**src/rtl/i2c_scl_gen.sv**
```systemverilog
// i2c_scl_gen: I2C SCL generator with standard/fast mode select, run/stop
// control, slave clock-stretch detection with timeout, and single-cycle phase
// strobes for SDA drive/sample timing. The pad is SCL = scl_t ? 1'bZ : 1'b0.
//
// Ports:
//   CLK        system clock
//   RST        asynchronous reset, active-high
//   en         run request; 0 lets the current period finish and parks SCL high
//   mode       0 = standard, 1 = fast; sampled only when leaving IDLE
//   scl_i      SCL pad input (asynchronous, synchronised internally)
//   scl_t      pad tristate: 1 = release, 0 = drive low (registered)
//   busy       state is not IDLE
//   tick_fall  strobe on the cycle scl_t goes low
//   tick_lmid  strobe at mid-low (SDA change point)
//   tick_rise  strobe when synchronised SCL is first seen high
//   tick_hmid  strobe at mid-high (SDA sample point)
//   stretch    SCL released but still held low by a slave beyond SYNC cycles
//   timeout    sticky: stretch lasted TO_CYCLES; cleared while en = 0
module i2c_scl_gen #(
  parameter int unsigned HALF_FAST = 195,
  parameter int unsigned HALF_STD  = 781,
  parameter int unsigned CNT_W     = 11,
  parameter int unsigned SYNC      = 2,
  parameter int unsigned TO_CYCLES = 15625
) (
  input  logic CLK,
  input  logic RST,
  input  logic en,
  input  logic mode,
  input  logic scl_i,
  output logic scl_t,
  output logic busy,
  output logic tick_fall,
  output logic tick_lmid,
  output logic tick_rise,
  output logic tick_hmid,
  output logic stretch,
  output logic timeout
);

  localparam int unsigned WAIT_W = $clog2(TO_CYCLES + 1);

  typedef enum logic [1:0] {
    IDLE      = 2'd0,
    LOW       = 2'd1,
    HIGH_WAIT = 2'd2,
    HIGH      = 2'd3
  } state_t;

  state_t            state;
  logic [CNT_W-1:0]  cnt;
  logic [CNT_W-1:0]  half;
  logic [CNT_W-1:0]  mid;
  logic [CNT_W-1:0]  cnt_inc;
  logic              cnt_last;
  logic [WAIT_W-1:0] wcnt;
  logic [SYNC-1:0]   sync_q;
  logic              scl_s;

  always_comb begin
    mid      = half >> 1;
    cnt_inc  = cnt + CNT_W'(1);
    cnt_last = (cnt == half - CNT_W'(1));
    scl_s    = sync_q[SYNC-1];
  end

  always_ff @(posedge CLK or posedge RST) begin
    if (RST) begin
      sync_q <= '1;
    end else begin
      sync_q <= {sync_q[SYNC-2:0], scl_i};
    end
  end

  always_comb begin
    busy      = (state != IDLE);
    tick_rise = (state == HIGH_WAIT) && scl_s;
    stretch   = (state == HIGH_WAIT) && (wcnt >= WAIT_W'(SYNC)) && !scl_s;
  end

  always_ff @(posedge CLK or posedge RST) begin
    if (RST) begin
      state     <= IDLE;
      scl_t     <= 1'b1;
      cnt       <= '0;
      wcnt      <= '0;
      half      <= CNT_W'(HALF_STD);
      tick_fall <= 1'b0;
      tick_lmid <= 1'b0;
      tick_hmid <= 1'b0;
      timeout   <= 1'b0;
    end else begin
      tick_fall <= 1'b0;
      tick_lmid <= 1'b0;
      tick_hmid <= 1'b0;
      case (state)
        IDLE: begin
          scl_t <= 1'b1;
          if (!en) begin
            timeout <= 1'b0;
          end else if (!timeout) begin
            half      <= mode ? CNT_W'(HALF_FAST) : CNT_W'(HALF_STD);
            cnt       <= '0;
            state     <= LOW;
            scl_t     <= 1'b0;
            tick_fall <= 1'b1;
          end
        end
        LOW: begin
          if (cnt_last) begin
            state <= HIGH_WAIT;
            scl_t <= 1'b1;
            cnt   <= '0;
            wcnt  <= '0;
          end else begin
            cnt       <= cnt_inc;
            tick_lmid <= (cnt_inc == mid);
          end
        end
        HIGH_WAIT: begin
          if (scl_s) begin
            // Counter restarts at the number of cycles since the pad actually
            // rose (SYNC flops plus this detection cycle), so the high phase
            // measured at the pad is exactly half.
            state <= HIGH;
            cnt   <= CNT_W'(SYNC + 1);
          end else if (wcnt == WAIT_W'(TO_CYCLES - 1)) begin
            timeout <= 1'b1;
            state   <= IDLE;
          end else begin
            wcnt <= wcnt + WAIT_W'(1);
          end
        end
        HIGH: begin
          if (cnt_last) begin
            if (en) begin
              state     <= LOW;
              scl_t     <= 1'b0;
              tick_fall <= 1'b1;
              cnt       <= '0;
            end else begin
              state <= IDLE;
            end
          end else begin
            cnt       <= cnt_inc;
            tick_hmid <= (cnt_inc == mid);
          end
        end
        default: state <= IDLE;
      endcase
    end
  end

endmodule

```
**config.mk**
```make
export PLATFORM = sky130hd
export DESIGN_NAME = i2c_scl_gen
export DESIGN_NICKNAME = d
export VERILOG_FILES = /design/src/rtl/i2c_scl_gen.sv
export SDC_FILE = /design/constraint.sdc
export NUM_CORES = 1
export LEC_CHECK = 0
export CORE_MARGIN = 10
export CORE_UTILIZATION = 54
export DETAILED_ROUTE_END_ITERATION = 7
export GPL_TIMING_DRIVEN = 0
export PLACE_DENSITY_LB_ADDON = 0.12
export SLEW_MARGIN = 25
export SYNTH_ARGS = -nofsm -noshare
export SYNTH_HDL_FRONTEND = slang
export SYNTH_SLANG_ARGS = --single-unit
```
**constraint.sdc**
```tcl
create_clock -name CLK -period 1.9 [get_ports CLK]
set_input_delay 0.285 -clock CLK [delete_from_list [all_inputs] [get_ports CLK]]
set_output_delay 0.285 -clock CLK [all_outputs]
set_load 0.05 [all_outputs]
```
==> Yosys cells after proc, flatten, opt, wreduce, memory -nomap -nowiden <==
Cells that the tools add are included.
{ "totals": {"ff_bits": 45, "in_bits": 5} }
{ "classes": {"addsub": 3, "n_lt_le_gt_ge": 1, "n_eq_ne": 18, "muxes": 38, "bitwise": 1, "n_reduce_logical": 15} }
{ "op_table": {"columns": ["cell", "n"], "rows": [
  ["$mux W11", 6],
  ["$pmux W11 S4", 1],
  ["$mux W14", 3],
  ["$pmux W14 S2", 1],
  ["$ne A2 B2 Y1 const B", 9],
  ["$mux W1", 16],
  ["$reduce_and A4 Y1", 4],
  ["$add A14 B1 Y14 const B", 1],
  ["$eq A14 B14 Y1 const B", 1],
  ["$ge A14 B2 Y1 const B", 1],
  ["$mux W2", 6],
  ["$add A11 B1 Y11 const B", 1],
  ["$eq A11 B10 Y1", 1],
  ["$eq A11 B11 Y1", 1],
  ["$sub A11 B1 Y11 const B", 1],
  ["$mux W10", 1],
  ["$pmux W2 S4", 1],
  ["$reduce_bool A2 Y1", 3],
  ["$reduce_and A5 Y1", 1],
  ["$eq A2 B2 Y1 const B", 2],
  ["$pmux W1 S2", 2],
  ["$logic_and A1 B1 Y1", 3],
  ["$ne A3 B2 Y1 const B", 1],
  ["$ne A3 B3 Y1 const B", 1],
  ["other kinds (8)", 8]
]} }

==> Depth between registers and ports, before layout <==
Gate-level depths: netlist of the first run.
{ "logic_depth": {"depth_word": 4, "mapped_depth": 8} }

==> Worst setup path before layout of the first run <==
No wires, ideal clock.
{ "synth_timing": {"path_kind": "register to register", "start": "register cnt[8]", "end": "register wcnt[11]", "setup_time_ns": 0.086, "arrival_ns": 1.990, "required_ns": 1.814, "setup_slack_ns": -0.175, "stages_incl_launch_ff": 7, "n_path_buf": 1, "synth_period_minus_slack_ns": 2.075, "path_cell_list": "dfrtp_1 > buf_6 > or4_4 > o22ai_4 > a21oi_2 > or4b_1 > a32oi_1"} }
{ "synth_between": {"elab_chain_cells": 3} }
{ "synth_rtl": {"columns": ["item", "line", "rtl"], "rows": [
  ["from (decl)", "51", "logic [CNT_W-1:0] cnt;"],
  ["from (signal assigned)", "116", "cnt <= cnt_inc;"],
  ["from (signal assigned)", "126", "cnt <= CNT_W'(SYNC + 1);"],
  ["from (signal assigned)", "145", "cnt <= cnt_inc;"],
  ["$eq A11 B11 Y1", "63", "cnt_last = (cnt == half - CNT_W'(1));"],
  ["$ne A2 B2 Y1 (no source line)", null, null],
  ["$reduce_and A4 Y1 (no source line)", null, null],
  ["to (signal assigned)", "131", "wcnt <= wcnt + WAIT_W'(1);"],
  ["to (decl)", "56", "logic [WAIT_W-1:0] wcnt;"]
]} }
No other way between the ends.
A chain may end at the register's enable or synchronous reset.

==> Worst setup path after layout of the first run <==
{ "layout_timing": {"start": "register half[7]", "end": "register cnt[2]"} }
{ "layout_between": {"elab_chain_cells": 4, "elab_cells_between_ends": 7, "classes_between": "add/sub (1); eq/ne (2); mux (3); reduce/logical (1)"} }
{ "layout_rtl": {"columns": ["item", "line", "rtl"], "rows": [
  ["from (decl)", "52", "logic [CNT_W-1:0] half;"],
  ["from (signal assigned)", "87", "half <= CNT_W'(HALF_STD);"],
  ["from (signal assigned)", "102", "half <= mode ? CNT_W'(HALF_FAST) : CNT_W'(HALF_STD);"],
  ["$sub A11 B1 Y11 (*)", "63", null],
  ["$eq A11 B11 Y1 (*)", "63", null],
  ["$ne A3 B3 Y1 (no source line) (tied with other cells)", null, null],
  ["$reduce_and A4 Y1 (no source line) or $pmux W11 S4 (tied branches)", null, null]
]} }
Every way passes the cells marked *; elsewhere a longest branch is shown, timed or not.

==> results of run 1 <==
## sequential cells by signal, summed over array words and instances (netlist names)
register   count
tick_fall      1
cnt           11
state          2
scl_t          1
tick_hmid      1
half           2
timeout        1
tick_lmid      1
wcnt          14
sync_q         2
## layout make-up
| type | instances | area, um2 | area share [%] |
|---|---|---|---|
| buffer | 12 | 130 | 3.63 |
| inverter | 19 | 75.1 | 2.09 |
| clock inverter | 1 | 5.00 | 0.140 |
| timing repair buffer | 49 | 452 | 12.6 |
| clock buffer | 7 | 76.3 | 2.13 |
| multi-input combinational | 217 | 1860 | 52.0 |
| tap | 52 | 65.1 | 1.82 |
| sequential | 36 | 918 | 25.6 |
## report_power, final
part | switching [uW] | internal, uW | leakage [uW] | total (uW)
clock | 314 | 258 | 0.0000422 | 572
combinational | 1870 | 1550 | 0.000937 | 3410
sequential | 150 | 901 | 0.000465 | 1050
## per-layer routing
metal	part of all wire, %	vias up	GRT usage (%)
met3	6.0	30	3.28
met1	39	1326	22.0
li1	-	1202	-
met4	2.9	0	6.96
met2	52	148	30.2
met5	0	-	0
## synthesized netlist by cell type, drive strengths merged (4+ instances only)
cell,instances
nand2b,5
o211ai,5
or4,6
o21ai,31
dfrtp,32
nor2,12
nand2,26
ha,8
nor4,5
dfstp,4
o221ai,9
nor3,6
nand3,11
a31oi,10
and4,5
clkbuf,11
and3,11
a21oi,14
nand3b,9
inv,19
## kinds of logic (layout without fill, tap and decap cells)
group	count (synthesis)	in the layout	synth area share, %
fa+ha+maj	8	8	4.10
mux	3	3	1.28
simple gates	112	112	25.9
buf+inv	32	88	5.27
flops	36	36	37.1
compound gates	92	92	25.7
xor+xnor	2	2	0.717
## through the flow
step	total power, uW	cells	setup WS (ns)	TNS [ns]
floorplan	2420	285	-0.114	-0.321
global placement	2850	349	-0.458	-10.90
detailed placement	2880	349	-0.475	-10.82
CTS	4160	374	-0.180	-2.65
global route	5220	393	-0.354	-6.18
finish	5040	393	-0.315	-4.19
## timing repair
| item | 4_1_cts | 5_1_grt |
|---|---|---|
| gates cloned | 1 | 3 |
| gates resized for setup | 84 | 63 |
| setup endpoints to repair | 35 | 34 |
| buffers inserted | 18 | 17 |
| pin swaps | 14 | 25 |
## worst paths after layout
kind,startpoint,endpoint,slack (ns),depth (start not counted)
setup / recovery,half[7],cnt[2],-0.32,9
hold / removal,sync_q[0],sync_q[1],0.37,0
setup reg to reg,half[7],cnt[2],-0.32,9
hold reg to reg,sync_q[0],sync_q[1],0.37,0
max in group asynchronous,RST,state[0],0.91,2
min in group asynchronous,RST,cnt[4],0.43,2
==> impl_results.md, run 1 <==
* Pin count of the biggest net entering global routing at 37
* Syn Area/Cell at ~8.6 um2
* Share of synthesized registers carrying an async set or reset at between 90% and 100%
* Endpoint kind of the worst setup timing path: flip-flop
* Mapped Cells at approximately 290
* Critical path startpoint category: flip-flop
* Number of buffers created by CTS at 5
* Number of fill cells at between 200 and 250
* Total congestion overflow after global routing at 0
* Vias per cell at just under 7
* Number of standard-cell rows in the floorplan at 24
* CTS tree: built
* Max-slew headroom at the worst pin at 48.0%
* EDFF count, synth at 0
* Number of clock sinks at 36
* Total via count after detailed routing at around 2700
* Post-Synthesis Cell Area at between 2000 and 2500 um2
* I/O pin count at 13
* Worst-path maximum fanout at 7
* Count of final hold-check violations at 0
* Global-route wire length before repair at approximately 11 mm
* Number of hold-repair buffers added at the cts stage at 0
* Peak supply drop at between 1 and 1.5 mV
* Area of the die at roughly 7600 um2
* Worst Max-Slew Pin Slew at approximately 0.78 ns
* Most used cells in the layout excluding fill and tap cells: 26 x buf_4, 25 x nand2_1, 22 x dfrtp_1
* Post-layout instance area at approximately 3600 um2
* Leakage power of the design at ~0.0014 uW
* Layout cell share with drive strength beyond 1 at around two fifths
* Number of global-route vias before repair at 2389
* Setup ws final at -0.315 ns
* Share of the synthesized area in the top cell type at between 30% and 40%
* Fin Hold WS at 0.371 ns
* Maximum clock path buffer count at 2
* Shortest clock period the worst path allows after layout at 2.22 ns
* Kind of cell with the highest combined delay on the critical path: compound AO/OA/AOI/OAI gates
* Portion of the clock cycle consumed by the worst path in the final layout at 117%
* PwrDens at around 1400 nW/um2
* DRC violations left at 0
* Horizontal die dimension at 87.3 um
* Bufs and invs on worst path at 4
* Clock skew after layout at ~0.013 ns
* Starting DRT DRC Count at 190
* Initial Utilization at between 50 and 60%
* Unique cell type count in the Yosys netlist at between 50 and 60
* Clock transition at path regs at approximately 0.090 ns
* Class of the tightest hold or removal check: flip-flop to flip-flop
* Data required, critical path at 2.11 ns
* Count of port buffers added during placement at 12
* Yosys warning total at 0
* Aggregate routed wire length at 8.26 mm
* Post-route ant nets at 0
* Placement-stage cell area at 2720 um2
* Total routing resource utilization after global routing at 17.9%
* Max-cap violations at 0
* Signal arrival time at the worst endpoint at 2.42 ns
* Number of nets produced by synthesis at 298
* Worst Setup Path Type: flip-flop to flip-flop
* Level count of the clock H-tree at 2
* Cell type with the largest total area after synthesis: dfrtp_1
* Violations in the final reports: negative setup slack
* Result of the run: finished with violations
* Final routed wire length divided by cell count at between 20 and 25 um
* Total core area at between 4000 and 5000 um2
* Cell types occupying the most area after synthesis: dfrtp_1 33%, o21ai_0 6.3%, dfstp_2 4.3%, ha_1 4.1%, nand2_1 4.0%
* Core utilization of the finished layout at between 80% and 90%
* Pre-Repair DR Iteration Count at 4
* Number of failing setup endpoints in the final timing report at 30
* Register area share after synthesis at 37.1%
* Most used cell along the critical path: buf_4
* Die Ht at roughly 87 um
* Crit-path cells: buf_4, nand4_1, a21oi_4, buf_4, buf_6, a2111oi_4, buf_4, a21oi_1, a31oi_1
* Placer congestion estimate at between 0.8 and 0.9
* Maximum clock frequency at between 400 and 500 MHz
* Skew-Pair Late Insertion Delay at about 0.31 ns
* Biggest cell delay along the critical path at 0.43 ns
* Crit-path slowest cell: a2111oi_4
* Flip-flop and latch count after synthesis at 36
* Max-slew violation count at 0
* Layout area overhead at 46.7%
* Layout net count at approximately 350
* Most frequent standard cell in the layout excluding fill and tap cells: buf_4
* Setup repair after global routing missed its margin: true
* CTS Root Cell: clkbuf_8
* Number of diodes added for antenna fixing at 0
* DP HPWL at 4.16 mm
* Prevailing post-synth register cell: dfrtp_1
* Number of antenna violations at the first check in global routing at 0
(Power assumes the default switching activity.)
==> inputs of run 2 (changes only) <==
--- a/config.mk
+++ b/config.mk
@@ -7,6 +7,7 @@
 export LEC_CHECK = 0
 export CORE_MARGIN = 10
 export CORE_UTILIZATION = 54
+export CTS_CLUSTER_DIAMETER = 200
 export DETAILED_ROUTE_END_ITERATION = 7
 export GPL_TIMING_DRIVEN = 0
 export PLACE_DENSITY_LB_ADDON = 0.12
==> results of run 2 <==
No change in the layout: final DEF, timing and power equal those of run 1.
==> inputs of run 3 (changes only) <==
--- a/config.mk
+++ b/config.mk
@@ -5,7 +5,7 @@
 export SDC_FILE = /design/constraint.sdc
 export NUM_CORES = 1
 export LEC_CHECK = 0
-export CORE_MARGIN = 10
+export CORE_MARGIN = 1
 export CORE_UTILIZATION = 54
 export CTS_CLUSTER_DIAMETER = 200
 export DETAILED_ROUTE_END_ITERATION = 7
==> impl_results.md, run 3 (synthesis results as in run 1) <==
* Number of standard-cell rows in the floorplan at 24 (unchanged)
* Internal power summed over all cells at 2550 uW (was 2710 uW)
* Pre-Repair DR Iteration Count at 5 (was 4)
* Startpoint of the lowest-slack register-to-register path: cnt[0] (was half[7])
* Result of the run: finished with violations (unchanged)
* Flip-flop count of the largest register after layout at 14 (unchanged)
* Vias per cell at 6.98 (was 6.89)
* Biggest registers after layout: wcnt x14, cnt x11 (unchanged)
* CTS tree: built (unchanged)
* Layout cell share with drive strength beyond 1 at 34.6% (was 41.6%)
* DP HPWL at 4.29 mm (was 4.16 mm)
* Clock transition at path regs at 0.08 ns (was 0.09 ns)
* Horizontal die dimension at 69.3 um (was 87.3 um)
* Layout area overhead at 38.2% (was 46.7%)
* Setup ws final at -0.191 ns (was -0.315 ns)
* Placement-stage cell area at 2750 um2 (was 2720 um2)
* Global-route wire length before repair at 12.1 mm (was 11.3 mm)
* Violations in the final reports: negative setup slack (unchanged)
* Number of antenna violations at the first check in global routing at 0 (unchanged)
* Count of final hold-check violations at 0 (unchanged)
* Area of the die at 4800 um2 (was 7620 um2)
* Total core area at 4350 um2 (unchanged)
* Data required, critical path at 2.13 ns (was 2.11 ns)
* Placer congestion estimate at 0.887 (was 0.856)
* Setup slack at placement at -0.510 ns (was -0.475 ns)
* Total via count after detailed routing at 2682 (was 2706)
* Endpoint kind of the worst setup timing path: flip-flop (unchanged)
* Die Ht at 69.3 um (was 87.3 um)
* Leakage power of the design at 0.00132 uW (was 0.00144 uW)
* Number of global-route vias before repair at 2514 (was 2389)
* Number of diodes added for antenna fixing at 0 (unchanged)
* Largest reg by FF count: wcnt (unchanged)
* Switching power share of the total at 45.1% (was 46.3%)
* Maximum clock frequency at 478 MHz (was 451 MHz)
* Number of buffers created by CTS at 5 (unchanged)
* Most used cells in the layout excluding fill and tap cells: 25 x nand2_1, 25 x dfrtp_1, 22 x buf_4 (was 26 x buf_4, 25 x nand2_1, 22 x dfrtp_1)
* Layout net count at 344 (was 353)
* Max-slew violation count at 0 (unchanged)
* Total routing resource utilization after global routing at 31.4% (was 17.9%)
* Worst Setup Path Type: flip-flop to flip-flop (unchanged)
* Final routed wire length divided by cell count at 20.3 um (was 21.0 um)
* Class of the tightest hold or removal check: input port to asynchronous set/reset pin (was flip-flop to flip-flop)
* Start point of the critical path: cnt[0] (was half[7])
* Register share of total power at 22.5% (was 20.9%)
* Peak supply drop at 1.08 mV (was 1.22 mV)
* CTS Root Cell: clkbuf_8 (unchanged)
* Net Sw Power at 2090 uW (was 2330 uW)
* Total congestion overflow after global routing at 0 (unchanged)
* Pin count of the biggest net entering global routing at 25 (was 37)
* Count of port buffers added during placement at 12 (unchanged)
* Skew-Pair Late Insertion Delay at 0.30 ns (was 0.31 ns)
* Post-layout instance area at 3380 um2 (was 3580 um2)
* I/O pin count at 13 (unchanged)
* Number of hold-repair buffers added at the cts stage at 0 (unchanged)
* Clock skew after layout at 0.0105 ns (was 0.0134 ns)
* PwrDens at 1370 nW/um2 (was 1410 nW/um2)
* Worst-path maximum fanout at 6 (was 7)
* Worst Max-Slew Pin Slew at 0.491 ns (was 0.779 ns)
* DRC violations left at 0 (unchanged)
* Portion of the clock cycle consumed by the worst path in the final layout at 110% (was 117%)
* Number of clock sinks at 36 (unchanged)
* Aggregate routed wire length at 7.78 mm (was 8.26 mm)
* Maximum clock path buffer count at 2 (unchanged)
* Level count of the clock H-tree at 2 (unchanged)
* Fin Hold WS at 0.263 ns (was 0.371 ns)
* Signal arrival time at the worst endpoint at 2.32 ns (was 2.42 ns)
* Setup crit end: scl_t (was cnt[2])
* Combinational share of power at 60.9% (was 67.8%)
* Max-slew headroom at the worst pin at 67.1% (was 48.0%)
* Terminus of the critical flop-to-flop path: scl_t (was cnt[2])
* Starting DRT DRC Count at 368 (was 190)
* Number of failing setup endpoints in the final timing report at 32 (was 30)
* Setup repair after global routing missed its margin: true (unchanged)
* Shortest clock period the worst path allows after layout at 2.09 ns (was 2.22 ns)
* Max-cap violations at 0 (unchanged)
* Relative contribution of the clock network to total power at 16.6% (was 11.4%)
* Worst Reg2Reg Path Length in Cells at 5 (was 9)
* Post-route ant nets at 0 (unchanged)
* Critical path startpoint category: flip-flop (unchanged)
* Register-to-register path setup slack at -0.19 ns (was -0.32 ns)
* Initial Utilization at 56.1% (unchanged)
==> run 3: layer usage <==
| metal | vias to the layer above | track usage (%) | share of wire (%) |
|---|---|---|---|
| met1 | 1289 | 39.3 | 39 |
| li1 | 1176 | - | - |
| met3 | 54 | 5.23 | 7.0 |
| met5 | - | 0 | 0 |
| met4 | 0 | 15.0 | 4.8 |
| met2 | 163 | 52.8 | 49 |
==> run 3: cell type report <==
type	count	area (um2)
multi-input combinational	217	1740
fill	274	977
sequential	36	915
timing repair buffer	40	354
buffer	12	105
clock buffer	7	96.3
inverter	19	75.1
tap	52	65.1
clock inverter	1	30.0
==> run 3: worst min path at each step <==
stage | slack [ns] | to | start | cells past startpoint
2_1_floorplan | 0.29 | sync_q[0] | scl_i | 0
3_5_place_dp | 0.35 | sync_q[1] | sync_q[0] | 0
5_1_grt | 0.30 | cnt[4] | RST | 2
6_report | 0.26 | cnt[4] | RST | 2
4_1_cts | 0.28 | cnt[4] | RST | 2
3_3_place_gp | 0.35 | sync_q[1] | sync_q[0] | 0
==> run 3: what timing repair did <==
item / CTS / global route
cloned: 1 / 0
pin swaps: 14 / 12
endpoints found under the setup margin: 35 / 33
gates resized for setup: 64 / 37
hold endpoints to repair: 0 / 0
setup buffers: 20 / 7
==> run 3: power groups by stage <==
| stage | logic (uW) | clock network [uW] | registers (uW) |
|---|---|---|---|
| final | 2830 | 768 | 1050 |
| after global routing | 3010 | 801 | 1050 |
| after CTS | 2310 | 774 | 1040 |
| after detailed placement | 1860 | 0 | 1040 |
| after global placement | 1820 | 0 | 1030 |
| after floorplan | 1340 | 0 | 1070 |
==> run 3: worst max-delay path, stage by stage, from the launching register on <==
cell and delay [ns]:
dfrtp_2 0.47, or4_4 0.50, a21oi_4 0.23, nand3_2 0.12
a221oi_2 0.36, mux2_4 0.33
==> run 3: metrics by stage <==
| stage | total power, uW | utilization, % | TNS [ns] | cells |
|---|---|---|---|---|
| after floorplan | 2420 | - | -0.321 | 285 |
| after global placement | 2850 | 62.4 | -11.30 | 349 |
| after detailed placement | 2900 | 63.0 | -11.70 | 350 |
| after CTS | 4130 | 73.2 | -1.85 | 378 |
| after global routing | 4860 | 77.6 | -5.22 | 384 |
| final | 4640 | 77.6 | -3.30 | 384 |
